--- config.mk ---
export PLATFORM = sky130hd
export DESIGN_NAME = sequencer_tempo_gen
export DESIGN_NICKNAME = d
export VERILOG_FILES = /design/src/rtl/sequencer_tempo_gen.sv
export SDC_FILE = /design/constraint.sdc
export NUM_CORES = 1
export LEC_CHECK = 0
export ABC_CLOCK_PERIOD_IN_PS = 10050
export BUFFER_PORTS_ARGS = -buffer_cell sky130_fd_sc_hd__buf_2
export CELL_PAD_IN_SITES_DETAIL_PLACEMENT = 1
export CELL_PAD_IN_SITES_GLOBAL_PLACEMENT = 2
export CORE_MARGIN = 1.5
export CORE_UTILIZATION = 35
export DETAILED_ROUTE_END_ITERATION = 10
export PLACE_DENSITY_LB_ADDON = 0.1
export REMOVE_ABC_BUFFERS = 1
export SLEW_MARGIN = 20
export SYNTH_ARGS = -nofsm -noshare
export SYNTH_HDL_FRONTEND = slang
export SYNTH_SLANG_ARGS = --single-unit
--- constraint.sdc ---
create_clock -name clk -period 10.05 [get_ports clk]
set_clock_uncertainty 0.1 [all_clocks]
set_input_delay 3.015 -clock clk [delete_from_list [all_inputs] [get_ports clk]]
set_output_delay 3.015 -clock clk [all_outputs]
set_load 0.02 [all_outputs]
--- src/rtl/sequencer_tempo_gen.sv ---
// -----------------------------------------------------------------------------
// sequencer_tempo_gen
//
// Programmable tempo and step generator for the step sequencer. The system
// clock is divided by a runtime-programmable beat period to give a one-cycle
// beat strobe. The module also tracks the step currently playing within a
// programmable-length pattern and flags each bar boundary.
//
// Optional feature macro: SWING_EN
//   Defined   : alternate beat intervals are lengthened and shortened by a
//               swing offset S = min(swing_amt, P/2).
//   Undefined : every interval is exactly P cycles and swing_amt is ignored.
//
// Ports
//   clk           system clock
//   n_rst         asynchronous active-low reset
//   sequencer_on  run enable; low = stopped and cleared
//   period_in     requested beat period in clk cycles (clamped to >= 2)
//   num_steps     pattern length minus one
//   swing_amt     swing offset in cycles (used only with SWING_EN)
//   beat_pulse    one-cycle strobe at the end of each beat interval
//   bar_pulse     one-cycle strobe on the beat that wraps step_idx to 0
//   step_idx      index of the step currently playing
// -----------------------------------------------------------------------------
module sequencer_tempo_gen #(
    parameter int CNT_W      = 24,
    parameter int STEP_W     = 4,
    parameter int DEF_PERIOD = 5000000
) (
    input  logic              clk,
    input  logic              n_rst,
    input  logic              sequencer_on,
    input  logic [CNT_W-1:0]  period_in,
    input  logic [STEP_W-1:0] num_steps,
    input  logic [CNT_W-2:0]  swing_amt,
    output logic              beat_pulse,
    output logic              bar_pulse,
    output logic [STEP_W-1:0] step_idx
);

    localparam logic [CNT_W-1:0] DEF_P   = CNT_W'(DEF_PERIOD);
    localparam logic [CNT_W-1:0] MIN_P   = CNT_W'(2);
    localparam logic [CNT_W:0]   ONE_EXT = (CNT_W+1)'(1);

    logic [CNT_W-1:0]  count;
    logic [CNT_W-1:0]  period_q;
    logic [CNT_W-1:0]  period_nxt;
    logic [STEP_W-1:0] len_q;
    logic [CNT_W:0]    interval_m1;   // T-1, one bit wider so P+S cannot wrap
    logic              load_p;

    // Period and length are only sampled while stopped or at a beat/bar
    // boundary, so a change never lands in the middle of an interval.
    assign period_nxt = (period_in < MIN_P) ? MIN_P : period_in;
    assign load_p     = !sequencer_on || beat_pulse;

`ifdef SWING_EN
    logic [CNT_W-1:0] swing_q;
    logic [CNT_W-1:0] swing_nxt;
    logic [CNT_W-1:0] swing_ext;
    logic [CNT_W-1:0] half_p;

    // S is derived from the period being loaded, so it stays consistent
    // with P and keeps each pair of steps at exactly 2P.
    assign swing_ext = {1'b0, swing_amt};
    assign half_p    = period_nxt >> 1;
    assign swing_nxt = (swing_ext < half_p) ? swing_ext : half_p;

    always_ff @(posedge clk or negedge n_rst) begin
        if (!n_rst) begin
            swing_q <= '0;
        end else if (load_p) begin
            swing_q <= swing_nxt;
        end
    end

    // Even steps play long (P+S), odd steps play short (P-S).
    always_comb begin
        interval_m1 = '0;
        if (step_idx[0]) begin
            interval_m1 = {1'b0, period_q} - {1'b0, swing_q} - ONE_EXT;
        end else begin
            interval_m1 = {1'b0, period_q} + {1'b0, swing_q} - ONE_EXT;
        end
    end
`else
    logic swing_unused;
    assign swing_unused = ^swing_amt;

    always_comb begin
        interval_m1 = {1'b0, period_q} - ONE_EXT;
    end
`endif

    assign beat_pulse = sequencer_on && ({1'b0, count} == interval_m1);
    // ">=" also recovers cleanly if the step index ever sits beyond the length.
    assign bar_pulse  = beat_pulse && (step_idx >= len_q);

    always_ff @(posedge clk or negedge n_rst) begin
        if (!n_rst) begin
            count    <= '0;
            step_idx <= '0;
            period_q <= DEF_P;
            len_q    <= '0;
        end else begin
            if (!sequencer_on || beat_pulse) begin
                count <= '0;
            end else begin
                count <= count + CNT_W'(1);
            end

            if (!sequencer_on) begin
                step_idx <= '0;
            end else if (beat_pulse) begin
                step_idx <= bar_pulse ? '0 : step_idx + STEP_W'(1);
            end

            if (load_p) begin
                period_q <= period_nxt;
            end

            if (!sequencer_on || bar_pulse) begin
                len_q <= num_steps;
            end
        end
    end

endmodule

# Yosys cells after proc, flatten, opt, wreduce, memory -nomap -nowiden
# Cells that the tools add are included.
[classes] n_mux=5 eq_ne=2 magnitude_cmp=2 n_reduce_logical=5 addsub=3
[op_table] operator="24-bit two-way mux" n=2
[op_table] operator="24-bit by 25-bit equality test with 1-bit output" n=1
[op_table] operator="24-bit by 1-bit subtractor with 25-bit output, second input constant" n=1
[op_table] operator="24-bit by 1-bit adder with 24-bit output, second input constant" n=1
[op_table] operator="24-bit by 2-bit less-than comparator with 1-bit output, second input constant" n=1
[op_table] operator="4-bit two-way mux" n=3
[op_table] operator="4-bit by 1-bit adder with 4-bit output, second input constant" n=1
[op_table] operator="4-bit greater-or-equal comparator" n=1
[op_table] operator="1-bit logical AND" n=2
[op_table] operator="1-bit logical OR" n=2
[op_table] operator="2-bit by 1-bit != test with 1-bit output, second input constant" n=1
[op_table] operator="1-bit logical NOT" n=1
[totals] in_bits=54 word_cells=21 out_inout_bits=6 regBits=56

# Depth between registers and ports, before layout
[logic_depth] depth_word=7 mapped_depth=13 mapped_depth_nobuf=10

# Worst setup path before layout
# No wires, ideal clock.
[synth_timing] path_type="input port to output port" startpoint="input port sequencer_on" endpoint="output port bar_pulse" path_slack_ns=3.316 stages=2 required_time_ns=6.935 arrival_time_ns=3.619 path_buffers=0 path_cell_list="and2_1 -> nor2b_1"
[synth_between] elab_chain_cells=2
[synth_rtl] item="start: declaration" line_no="32" rtl="input logic sequencer_on,"
[synth_rtl] item="1-bit logical AND" line_no="95" rtl="assign beat_pulse = sequencer_on && ({1'b0, count} == interval_m1);"
[synth_rtl] item="1-bit logical AND" line_no="97" rtl="assign bar_pulse = beat_pulse && (step_idx >= len_q);"
[synth_rtl] item="end: declaration" line_no="37" rtl="output logic bar_pulse,"
# Every way passes these cells.

# Worst setup path in the final report
[layout_timing] startpoint="register period_q[0]" endpoint="output port bar_pulse"
[layout_between] elab_chain_cells=4
[layout_rtl] item="start: declaration" line_no="46" rtl="logic [CNT_W-1:0] period_q;"
[layout_rtl] item="start signal: assignment" line_no="119" rtl="period_q <= period_nxt;"
[layout_rtl] item="24-bit by 1-bit subtractor with 25-bit output" line_no="91" rtl="interval_m1 = {1'b0, period_q} - ONE_EXT;"
[layout_rtl] item="24-bit by 25-bit equality test with 1-bit output" line_no="95"
[layout_rtl] item="1-bit logical AND" line_no="95"
[layout_rtl] item="1-bit logical AND" line_no="97"
# Every way passes these cells.

==> results.ini <==
[global_route]
grt-ovfl-total=0
antenna_found_initial=0
grt-busiest-layer=met2
grt_pass1_wl_mm=13.8
grt_usage_pct=16.8
grt_pass1_vias=2708
grt_use_met3_pct=2.24
globalRouteMet2Util_pct=28.2
grt_max_degree=57
met1_usage_pct=23.0

[cells_and_area]
n_antenna_cell=0
fin_area_mm2=0.00383
final_nets=436
area_growth_pct=10.0
drive_above_1_share_pct=23.1
final_cells=509

[timing]
whs_ns=0.414
timing.final.setup_violations=0
hold_viol_final=0
max_freq_mhz=144
period_needed_ns=6.92
tightestPinTransition_ns=0.731
setup_tns_ns=0
report.final.slew_viol_count=0
rsz0062_at_grt=no
slew_headroom_pct=51.2
fin_crit_sh_pct=68.9

[yosys]
syn-instance-count=342
synthTopCellsByArea=dfrtp_1 (35%), mux2_2 (7.4%), xnor2_1 (7.3%)
ys_seq_area_share_pct=40.6
yosysTopAreaCellShare_pct=34.5
synth.avg_cell_area_um2=10.2
async_reset_ff_share_pct=100
ys.warnings.count=0
synth_seq_cells=56
yosysUniqueCellTypes=54
synth_area_mm2=0.00348
synth-edff-count=0
yosys_most_used_dff=dfrtp_1
synth_top_area_cell=dfrtp_1

[setup_path]
crit_type=register to output pin
r2r_end=period_q[5]$_DFFE_PN0N_
path_max_fanout=8
critPathBufInv=2
crit_arrival_ns=3.81
endpoint=bar_pulse
crit_chain=inv_1 -> ha_1 -> nor4b_4 -> nand3_1 -> or3_1 -> o31ai_1 -> o311ai_0 -> nor4_2 -> and2_1 -> nor2b_1 -> buf_2
rr_worst_depth=11
end_kind=output pin
start_kind=register
r2r-start=period_q[0]$_DFFE_PN0N_
critPathTopFamily=simple AND/OR/NAND/NOR gates
reg2reg_slack_ns=5.68
required_ns=6.94
path_depth=11
worstSetupStartpoint=period_q[0]$_DFFE_PN0N_
slowest_stage=nor4_2
critPathMaxStageDelay_ns=0.68

[cts]
cts.path.max_buffers=2
htreeDepth=2
holdBufCountCts=0
worstSkewPairLatency_ns=0.31
postCtsSetupBuffers=0
clk_pin_slew_worst_paths_ns=0.10
cts_buffers=5
clock_sinks=56
cts-root-buf=clkbuf_8
cts_tree=done
post_cts_resized=0

[route]
first_pass_iters=4
via_count=2599
drc_errors=0
drt_wl_total_mm=8.02
dr.first_iter.drc_count=94
routed_via_density=5.11
routedWlPerCell_um=15.8
final_antenna_net_count=0

[pwr]
p_comb_share_pct=14.9
pwr_density_cell_mw_per_mm2=120
total_power_w=0.000461
p_int_w=0.000331
seqPwrFrac_pct=56.5
vdd.ir_drop.worst_mv=0.0489
p_leak_nw=1.58
swShare_pct=28.1
switching_power_w=0.000130
clkPwrFrac_pct=28.6

[placement]
dpl_cell_area_mm2=0.00374
place_congestion=0.789
dp_hpwl_mm=6.14
port_buffers=36
dp_cells=501

[floorplanning]
chipHeight_um=103
dieWidth_um=103
core-area_mm2=0.00973
dieArea_mm2=0.0105
start_util_pct=35.8
io_pins=60
fp-row-count=36

[job]
max-cap-violations=0

[hold_path]
hold_path_class=register to register

[status]
status=completed

worst min path at each step:
stage	from	endpoint	slack (ns)	cells after the start
6_report	len_q[3]$_DFFE_PN0P_	len_q[3]$_DFFE_PN0P_	0.41	1
3_3_place_gp	len_q[1]$_DFFE_PN0P_	len_q[1]$_DFFE_PN0P_	0.39	1
5_1_grt	len_q[3]$_DFFE_PN0P_	len_q[3]$_DFFE_PN0P_	0.42	1
2_1_floorplan	len_q[1]$_DFFE_PN0P_	len_q[1]$_DFFE_PN0P_	0.38	1
3_5_place_dp	len_q[3]$_DFFE_PN0P_	len_q[3]$_DFFE_PN0P_	0.40	1
4_1_cts	len_q[3]$_DFFE_PN0P_	len_q[3]$_DFFE_PN0P_	0.42	1
per-layer routing:
| layer | part of all wire, % | vias to the layer above |
|---|---|---|
| met4 | 0.97 | 0 |
| met2 | 47 | 28 |
| met3 | 2.0 | 6 |
| met5 | 0 | - |
| li1 | - | 1278 |
| met1 | 50 | 1287 |
Yosys cell counts (all sizes together), types with 3 or more instances:
| master | n |
|---|---|
| dfrtp | 48 |
| nor2 | 38 |
| xnor2 | 29 |
| mux2 | 26 |
| xor2 | 24 |
| nand2 | 18 |
| nor4 | 14 |
| nand3 | 13 |
| nor3 | 11 |
| nand4 | 10 |
| inv | 9 |
| and3 | 8 |
| dfstp | 8 |
| buf | 7 |
| ha | 7 |
| clkbuf | 5 |
| nor4b | 5 |
| o21ai | 5 |
| or3 | 5 |
| a21oi | 4 |
| and2 | 4 |
| mux2i | 4 |
| nand3b | 4 |
| nor2b | 4 |
| a21o | 3 |
| nand2b | 3 |
| o311ai | 3 |
state kept, by name (all words and copies together) (netlist names):
signal / flops
count: 24
len_q: 4
period_q: 24
step_idx: 4
power by group through the flow:
stage / clock network (W) / logic [W] / registers [W]
floorplan: 0 / 0.0000471 / 0.000259
global placement: 0 / 0.0000688 / 0.000265
detailed placement: 0 / 0.0000701 / 0.000265
CTS: 0.000138 / 0.0000704 / 0.000261
global route: 0.000146 / 0.0000779 / 0.000264
finish: 0.000132 / 0.0000685 / 0.000260
final cells by class:
type / instances / area [um^2]
Tap cell: 133 / 166
Fill cell: 1150 / 5900
Sequential cell: 56 / 1410
Timing Repair Buffer: 38 / 195
Inverter: 9 / 33.8
Multi-Input combinational cell: 265 / 1930
Clock buffer: 8 / 90.1
cell families (layout without fill, tap and decap cells):
| kind of cell | count (synthesis) | count (layout) | share of synthesized area (%) |
|---|---|---|---|
| AND/OR/NAND/NOR | 146 | 146 | 24.2 |
| flip-flops | 56 | 56 | 40.6 |
| XOR/XNOR | 53 | 53 | 13.3 |
| multiplexers | 30 | 30 | 9.56 |
| AO/OA/AOI/OAI | 29 | 29 | 5.86 |
| buffers and inverters | 21 | 55 | 3.92 |
| adder cells (fa/ha/maj) | 7 | 7 | 2.52 |
cell usage in the layout, fill, tap and decap left out, types with 12 or more instances in the layout:
master / instances
nand2_1: 17
dfrtp_1: 48
nor2_1: 38
xnor2_1: 29
xor2_1: 24
buf_2: 36
nand3_1: 12
mux2_2: 23
worst reg2reg max path, cell delays in order (launching register included):
cell and delay, ns:
dfrtp_1 0.44, inv_1 0.12, ha_1 0.26, nor4b_4 0.48, nand3_1 0.17, or3_1 0.37, o31ai_1 0.21, o311ai_0 0.26
or4_4 0.62, nand2_2 0.42, buf_4 0.42, mux2_2 0.39
through the flow:
stage                     utilization [%]  worst slack [ns]
after floorplan                         -              3.32
after global placement               38.4              3.32
after detailed placement             38.4              3.30
after CTS                            39.4              3.07
after global routing                 39.4              2.79
final                                39.4              3.13
No activity file was read; power rests on OpenSTA's default activity.
